**src/rtl/rv_io_arb.sv**
```systemverilog
`default_nettype none
// ============================================================================
// Module      : rv_io_arb
// Description : Round-robin arbiter of NREQ requesters onto a single slave port
//               with one outstanding transaction. Optional read timeout is
//               enabled by defining RV_IO_ARB_TIMEOUT_EN.
// Revision    : 1.0 - initial release
// ============================================================================
module rv_io_arb #(
    parameter int RV   = 64,
    parameter int NREQ = 2
) (
    input  logic                 clk,
    input  logic                 reset,
    input  logic [NREQ-1:0]      m_addr_req,
    output logic [NREQ-1:0]      m_addr_ack,
    input  logic [NREQ*16-1:0]   m_addr,
    input  logic [NREQ-1:0]      m_read,
    input  logic [NREQ*8-1:0]    m_mask,
    input  logic [NREQ*RV-1:0]   m_wdata,
    output logic [NREQ-1:0]      m_data_req,
    input  logic [NREQ-1:0]      m_data_ack,
    output logic [RV-1:0]        m_rdata,
    output logic                 s_addr_req,
    output logic                 s_sel,
    input  logic                 s_addr_ack,
    output logic [15:0]          s_addr,
    output logic                 s_read,
    output logic [7:0]           s_mask,
    output logic [RV-1:0]        s_wdata,
    input  logic                 s_data_req,
    input  logic [RV-1:0]        s_rdata,
    output logic                 s_data_ack,
    output logic                 err
);

    localparam int c_IW = (NREQ > 1) ? $clog2(NREQ) : 1;

    typedef enum logic [1:0] {
        S_IDLE   = 2'd0,
        S_ADDR   = 2'd1,
        S_RDWAIT = 2'd2
    } state_t;

    state_t             r_state;
    logic [c_IW-1:0]    r_rr;
    logic [c_IW-1:0]    r_owner;
    logic [15:0]        r_addr;
    logic               r_read;
    logic [7:0]         r_mask;
    logic [RV-1:0]      r_wdata;

    logic               w_found;
    logic [c_IW-1:0]    w_owner;
    logic [NREQ-1:0]    w_grant_oh;
    logic [NREQ-1:0]    w_owner_oh;
    logic               w_owner_ack;
    logic               w_in_rd;
    logic               w_tmo;
    logic               w_rd_done;

    function automatic logic [c_IW-1:0] rot_idx(input logic [c_IW-1:0] base, input int k);
        int s;
        s = int'(base) + k;
        if (s >= NREQ) s = s - NREQ;
        return c_IW'(s);
    endfunction

    // First pending requester at or above the round-robin pointer, wrapping.
    always_comb begin
        w_found = 1'b0;
        w_owner = r_rr;
        for (int k = 0; k < NREQ; k++) begin
            if (!w_found && m_addr_req[rot_idx(r_rr, k)]) begin
                w_found = 1'b1;
                w_owner = rot_idx(r_rr, k);
            end
        end
    end

    assign w_grant_oh  = NREQ'(1) << w_owner;
    assign w_owner_oh  = NREQ'(1) << r_owner;
    assign w_owner_ack = m_data_ack[r_owner];
    assign w_in_rd     = (r_state == S_RDWAIT);
    assign w_rd_done   = w_owner_ack && (s_data_req || w_tmo);

    always_ff @(posedge clk or negedge reset) begin
        if (!reset) begin
            r_state <= S_IDLE;
            r_rr    <= '0;
            r_owner <= '0;
            r_addr  <= '0;
            r_read  <= 1'b0;
            r_mask  <= '0;
            r_wdata <= '0;
        end else begin
            case (r_state)
                S_IDLE: begin
                    if (w_found) begin
                        r_owner <= w_owner;
                        r_rr    <= (w_owner == c_IW'(NREQ - 1)) ? '0 : w_owner + c_IW'(1);
                        r_addr  <= m_addr[16*int'(w_owner) +: 16];
                        r_read  <= m_read[w_owner];
                        r_mask  <= m_mask[8*int'(w_owner) +: 8];
                        r_wdata <= m_wdata[RV*int'(w_owner) +: RV];
                        r_state <= S_ADDR;
                    end
                end
                S_ADDR: begin
                    if (s_addr_ack) r_state <= r_read ? S_RDWAIT : S_IDLE;
                end
                S_RDWAIT: begin
                    if (w_rd_done) r_state <= S_IDLE;
                end
                default: r_state <= S_IDLE;
            endcase
        end
    end

    // The grant is a same-cycle pulse, so it is gated by reset to stay quiet while reset is low.
    assign m_addr_ack = (reset && (r_state == S_IDLE) && w_found) ? w_grant_oh : '0;

    assign s_addr_req = (r_state == S_ADDR);
    assign s_sel      = s_addr_req;
    assign s_addr     = r_addr;
    assign s_read     = r_read;
    assign s_mask     = r_mask;
    assign s_wdata    = r_wdata;

    assign m_data_req = (w_in_rd && (s_data_req || w_tmo)) ? w_owner_oh : '0;
    assign m_rdata    = w_in_rd ? (w_tmo ? '1 : s_rdata) : '0;
    assign s_data_ack = w_in_rd && !w_tmo && w_owner_ack;

`ifdef RV_IO_ARB_TIMEOUT_EN
    logic [7:0] r_tmo_cnt;
    logic       r_tmo_seen;

    // Counter saturates at 255; from then on the requester is answered with all-ones.
    always_ff @(posedge clk or negedge reset) begin
        if (!reset) begin
            r_tmo_cnt  <= '0;
            r_tmo_seen <= 1'b0;
        end else if (!w_in_rd) begin
            r_tmo_cnt  <= '0;
            r_tmo_seen <= 1'b0;
        end else begin
            if (!s_data_req && !w_tmo) r_tmo_cnt <= r_tmo_cnt + 8'd1;
            if (w_tmo) r_tmo_seen <= 1'b1;
        end
    end

    assign w_tmo = (r_tmo_cnt == 8'hFF);
    assign err   = w_in_rd && w_tmo && !r_tmo_seen;
`else
    assign w_tmo = 1'b0;
    assign err   = 1'b0;
`endif

endmodule
`default_nettype wire

```
**config.mk**
```make
export PLATFORM = sky130hd
export DESIGN_NAME = rv_io_arb
export DESIGN_NICKNAME = d
export VERILOG_FILES = /design/src/rtl/rv_io_arb.sv
export SDC_FILE = /design/constraint.sdc
export NUM_CORES = 1
export LEC_CHECK = 0
export CAP_MARGIN = 20
export CORE_AREA = 2 2 161 163
export DETAILED_ROUTE_END_ITERATION = 8
export DIE_AREA = 0 0 163 165
export MAX_ROUTING_LAYER = met4
export PLACE_DENSITY = 0.6
export SETUP_SLACK_MARGIN = 0.05
export SLEW_MARGIN = 20
export SYNTH_ARGS = -nofsm -noshare
export SYNTH_HDL_FRONTEND = slang
export SYNTH_SLANG_ARGS = --single-unit
```
**constraint.sdc**
```tcl
create_clock -name clk -period 4.8 [get_ports clk]
set_clock_uncertainty 0.05 [all_clocks]
set_input_delay 1.44 -clock clk [delete_from_list [all_inputs] [get_ports clk]]
set_output_delay 1.44 -clock clk [all_outputs]
set_load 0.02 [all_outputs]
```
==> results of run 1 <==
==> worst max path at each step <==
stage,cells after the start,start,endpoint,slack (ns)
floorplan,5,m_addr_req[1],m_addr_ack[0],1.00
global placement,5,m_addr_req[0],m_addr_ack[1],0.23
detailed placement,4,m_addr_req[1],m_addr_ack[1],0.22
CTS,4,m_addr_req[1],m_addr_ack[1],0.21
global route,5,m_addr_req[1],m_addr_ack[0],0.18
finish,4,m_addr_req[1],m_addr_ack[1],0.21
==> per-stage QoR <==
| step | power (mW) | std cells | hold WS [ns] |
|---|---|---|---|
| 2_1_floorplan | 3.13 | 407 | 0.414 |
| 3_3_place_gp | 4.52 | 1106 | 0.444 |
| 6_report | 5.38 | 1122 | 0.466 |
| 3_5_place_dp | 4.57 | 1107 | 0.444 |
| 5_1_grt | 5.69 | 1122 | 0.516 |
| 4_1_cts | 5.46 | 1122 | 0.464 |
==> sequential cells by signal (all words and copies together), names as in the netlist <==
| register | count |
|---|---|
| r_owner | 1 |
| r_rr | 1 |
| r_state | 2 |
| s_addr | 16 |
| s_mask | 8 |
| s_read | 1 |
| s_wdata | 64 |
==> power breakdown <==
group          switching [mW]  leakage, nW  internal (mW)
Combinational            1.53         2.39           1.62
Clock                   0.327        0.161          0.511
Sequential              0.214         1.15           1.17
Total                    2.07         3.70           3.30
==> layout by cell type (no fill, tap or decap), drive strengths merged <==
| master | instances |
|---|---|
| clkdlybuf4s50 | 408 |
| dfrtp | 93 |
| a221o | 89 |
| o21a | 89 |
| and2 | 66 |
| clkbuf | 10 |
| buf | 10 |
| bufinv | 3 |
| nor2 | 3 |
| and3 | 3 |
| nand2 | 2 |
| nand2b | 2 |
| o21ai | 2 |
| a21o | 2 |
| inv | 2 |
| or2b | 1 |
| and2b | 1 |
| mux2i | 1 |
| nor2b | 1 |
| or2 | 1 |
| a32o | 1 |
| conb | 1 |
| clkinvlp | 1 |
==> logic make-up after synthesis <==
| family | after synthesis |
|---|---|
| other cells | 1 |
| compound gates | 183 |
| buf+inv | 49 |
| flops | 93 |
| simple gates | 80 |
| mux | 1 |
==> cell type report <==
cell class	count	area [um2]	share of cell area, %
tap	330	413	4.40
clock inverter	5	109	1.16
sequential	93	2330	24.8
inverter	1	3.75	0.0400
clock buffer	10	229	2.44
multi-input combinational	265	2130	22.7
timing repair buffer	418	4180	44.5
==> critical path, delay by kind of cell <==
kind | cells | cell delay (ns)
buffers and inverters | 2 | 1.26
AND/OR/NAND/NOR | 2 | 0.40
==> metal layers <==
layer	wire [um]	vias up	part of all wire [%]
li1	-	2320	-
met1	9200	2391	43
met2	10100	217	48
met3	1640	19	7.8
met4	218	0	1.0
met5	0	-	0
==> results.py, run 1 <==
metrics = {
    "outcome": {
        "status": "finished, final reports clean",
    },
    "route": {
        "wl_per_cell_um": 18.9,
        "routed_via_density": 4.41,
        "routed_wl_um": 21200,
        "dr.first_iter.drc_count": 298,
        "first_pass_iters": 4,
        "drtAntennaViolNets": 0,
        "drc": 0,
        "num_vias": 4947,
    },
    "cells_and_area": {
        "final_util_pct": 37.5,
        "finish.instance_area_um2": 9390,
        "antenna_cells": 0,
        "final_nets": 1038,
        "drive_gt1_share_pct": 4.67,
        "fillCellCount": 2500,
        "area_delta_synth_final_pct": 100,
    },
    "critical_path": {
        "cp.arrival_ns": 3.10,
        "cp_slowest_cell": "clkdlybuf4s50_1",
        "r2r_cells": 5,
        "cp-end-kind": "primary output",
        "critPathMaxStageDelay_ns": 0.64,
        "required_ns": 3.31,
        "cpMostUsedCell": "clkdlybuf4s50_1",
        "crit_fanout": 4,
        "critPathLaunchType": "input port",
        "r2r-end": "s_wdata[9]",
        "regToRegStartpoint": "r_state[0]",
        "r2r_slack_ns": 2.52,
        "crit_chain": "clkdlybuf4s50_1 -> and3_4 -> and2_1 -> clkdlybuf4s50_1",
        "crit_type": "input port to primary output",
    },
    "min_path": {
        "holdPathEnd": "r_rr",
        "hold_path.class": "flip-flop to flip-flop",
        "min_from": "r_rr",
        "hold_depth": 1,
    },
    "yosys": {
        "yosysTopAreaCellShare_pct": 49.7,
        "synth_edf_count": 0,
        "syn_inst": 407,
        "synth_top_family_by_area": "compound AO/OA/AOI/OAI gates",
        "synth.most_common_cell": "dfrtp_1",
        "netlist_top_cells_count": "dfrtp_1, a221o_1, o21a_1",
        "synth-xor-area-share_pct": 0,
        "postSynth.asyncResetShare_pct": 100,
        "synth.area.mux_share_pct": 0.214,
        "avgSynthCellArea_um2": 11.5,
        "ys_types": 26,
        "synth_adder_area_share_pct": 0,
        "ys.flop_type": "dfrtp_1",
        "synth_simple_gate_area_share_pct": 10.5,
        "seq_area_frac_synth_pct": 49.7,
        "synth_top_area_cell": "dfrtp_1",
        "yosysWarnings": 0,
        "ys_top_cells_by_area": "dfrtp_1, a221o_1, o21a_1, and2_1, buf_2",
        "synth-seq-cells": 93,
        "syn_nets": 657,
        "syn_area_um2": 4690,
        "synth_compound_area_share_pct": 34.2,
    },
    "pwr": {
        "power_density_nw_per_um2": 573,
        "vdd_drop_max_uv": 299,
        "p_leak_nw": 3.70,
    },
    "clock_tree": {
        "cts_resized": 0,
        "numCtsBuffers": 9,
        "clock_path_buffers": 2,
        "ctsHoldBuffers": 0,
        "clkSinkCount": 93,
        "clk_latency_ns": 0.34,
        "cts-root-buf": "clkbuf_16",
        "postCtsSetupRepairBufs": 0,
        "htree_levels": 3,
        "cts_tree": "yes",
        "clkTransAtPathRegs_ns": 0.07,
    },
    "floorplan": {
        "initial_core_util_pct": 18.7,
        "die-area_um2": 26900,
        "rows": 58,
        "core_region_area_um2": 25000,
        "io-pin-count": 411,
        "fp.dieW_um": 163,
        "die_h_um": 165,
    },
    "placed_design": {
        "hpwl_um": 15600,
        "dpl_cell_area_um2": 9050,
        "port-buffer-count": 409,
        "dp_slack_ns": 0.215,
        "gp_congestion": 0.881,
    },
    "timing": {
        "finalSetupViolations": 0,
        "fmax_mhz": 218,
        "hold_viol": 0,
        "rsz0062_at_grt": "no",
        "setup_tns_ns": 0,
        "period_minus_slack_ns": 4.59,
        "setup_ws_ns": 0.209,
        "slew_headroom_pct": 41.7,
        "fin_crit_sh_pct": 95.7,
        "slew_violations": 0,
        "worstMarginPinSlew_ns": 0.875,
    },
    "grt": {
        "grt_max_degree": 69,
        "busiest_layer": "met2",
        "grtUsageMet3_pct": 3.99,
        "grtUsageTotal_pct": 15.4,
        "grt_use_met1_pct": 19.9,
        "met2_usage_pct": 24.4,
        "grt_pass1_wl_um": 30500,
        "overflow": 0,
        "antenna_found_initial": 0,
        "grt_pass1_vias": 5043,
    },
    "job": {
        "drv_cap": 0,
    },
}
No activity file was read; power rests on OpenSTA's default activity.
==> run 2, diff against run 1 <==
- PLACE_DENSITY: 0.6 -> 0.54
- TNS_END_PERCENT: default -> 100
==> results.py, run 2 (synthesis results as in run 1) <==
metrics = {
    "route": {
        "met1_length_um": 9600,
        "first_pass_iters": 4,
        "routed_wl_um": 21800,
        "wl_met2_um": 10400,
        "routed_via_density": 4.35,
        "drc": 0,
        "dr.first_iter.drc_count": 226,
        "drtAntennaViolNets": 0,
        "wl_met3_um": 1530,
        "top_layer_used": "met4",
        "num_vias": 4887,
        "wl_per_cell_um": 19.4,
    },
    "critical_path": {
        "crit_type": "input port to primary output",
        "required_ns": 3.31,
        "r2r-end": "s_wdata[57]",
        "critPathLaunchType": "input port",
        "crit_fanout": 4,
        "cp.arrival_ns": 3.01,
        "r2r_slack_ns": 2.59,
        "cp-end-kind": "primary output",
        "r2r_cells": 5,
        "regToRegStartpoint": "r_state[0]",
    },
    "placed_design": {
        "port-buffer-count": 409,
        "hpwl_um": 15500,
        "gp_congestion": 0.901,
        "dpl_cell_area_um2": 9040,
    },
    "clock_tree": {
        "cts_resized": 0,
        "clkSinkCount": 93,
        "clkTransAtPathRegs_ns": 0.07,
        "cts-root-buf": "clkbuf_16",
        "htree_levels": 3,
        "numCtsBuffers": 9,
        "cts_tree": "yes",
        "ctsHoldBuffers": 0,
        "postCtsSetupRepairBufs": 0,
        "clock_path_buffers": 2,
        "clk_latency_ns": 0.34,
    },
    "outcome": {
        "status": "finished, final reports clean",
    },
    "pwr": {
        "finalPower_mw": 5.30,
        "vdd_drop_max_uv": 325,
        "power_density_nw_per_um2": 566,
        "p_leak_nw": 3.69,
    },
    "floorplan": {
        "die_h_um": 165,
        "fp.dieW_um": 163,
        "core_region_area_um2": 25000,
        "rows": 58,
        "die-area_um2": 26900,
        "io-pin-count": 411,
        "initial_core_util_pct": 18.7,
    },
    "cells_and_area": {
        "largest_reg_flops": 64,
        "regArea_um2": 2330,
        "multi_input_area_um2": 2130,
        "final_common_cell": "clkdlybuf4s50_1",
        "drive_gt1_share_pct": 4.80,
        "final_nets": 1037,
        "mostFrequentLayoutCells": "clkdlybuf4s50_1, dfrtp_1, a221o_1",
        "finish.instance_area_um2": 9360,
        "fillCellCount": 2504,
        "area_delta_synth_final_pct": 99.8,
        "final_util_pct": 37.4,
    },
    "grt": {
        "grt_max_degree": 91,
        "overflow": 0,
        "grt_pass1_vias": 5032,
        "grtUsageTotal_pct": 16.0,
        "grt_pass1_wl_um": 31700,
        "antenna_found_initial": 1,
    },
    "job": {
        "drv_cap": 0,
    },
    "timing": {
        "period_minus_slack_ns": 4.50,
        "slew_violations": 0,
        "slew_headroom_pct": 26.2,
        "setup_tns_ns": 0,
        "hold_viol": 0,
        "rsz0062_at_grt": "no",
        "fmax_mhz": 222,
        "worstMarginPinSlew_ns": 1.11,
        "finalSetupViolations": 0,
        "fin_crit_sh_pct": 93.8,
    },
    "min_path": {
        "min_from": "r_rr",
        "holdPathEnd": "r_rr",
        "hold_path.class": "flip-flop to flip-flop",
        "hold_depth": 1,
    },
}
run 2: through the flow:
stage / hold WS [ns] / setup slack [ns] / cells
2_1_floorplan: 0.414 / 1.00 / 407
3_3_place_gp: 0.442 / 0.279 / 1106
3_5_place_dp: 0.445 / 0.290 / 1106
4_1_cts: 0.467 / 0.290 / 1122
5_1_grt: 0.507 / 0.232 / 1123
6_report: 0.461 / 0.297 / 1123
run 2: worst max-delay path, stage by stage:
cell and delay [ns]:
clkdlybuf4s50_1 0.59, and3_4 0.23, and2_1 0.12, clkdlybuf4s50_1 0.63
run 2: final cells by class:
class	count	area share [%]
timing repair buffer	417	44.5
sequential	93	24.9
multi-input combinational	265	22.8
tap	330	4.41
clock buffer	11	2.70
clock inverter	5	0.722
inverter	1	0.0401
antenna	1	0.0267
run 2: metal layers:
layer	global-route usage (%)	up-vias
li1	-	2313
met2	25.5	207
met1	20.4	2350
met5	-	-
met4	3.02	0
met3	4.67	17
run 2: report_power, final:
part / internal [mW] / switching [mW] / total (mW)
Clock: 0.440 / 0.334 / 0.773
Sequential: 1.17 / 0.211 / 1.38
Combinational: 1.60 / 1.55 / 3.14
run 2: worst max-delay path by stage:
| stage | from | slack (ns) | depth (start not counted) | endpoint |
|---|---|---|---|---|
| 2_1_floorplan | m_addr_req[1] | 1.00 | 5 | m_addr_ack[0] |
| 3_3_place_gp | m_addr_req[0] | 0.28 | 4 | m_addr_ack[0] |
| 3_5_place_dp | m_addr_req[0] | 0.29 | 4 | m_addr_ack[0] |
| 6_report | m_addr_req[0] | 0.30 | 4 | m_addr_ack[0] |
| 4_1_cts | m_addr_req[0] | 0.29 | 4 | m_addr_ack[0] |
| 5_1_grt | m_addr_req[0] | 0.23 | 4 | m_addr_ack[0] |
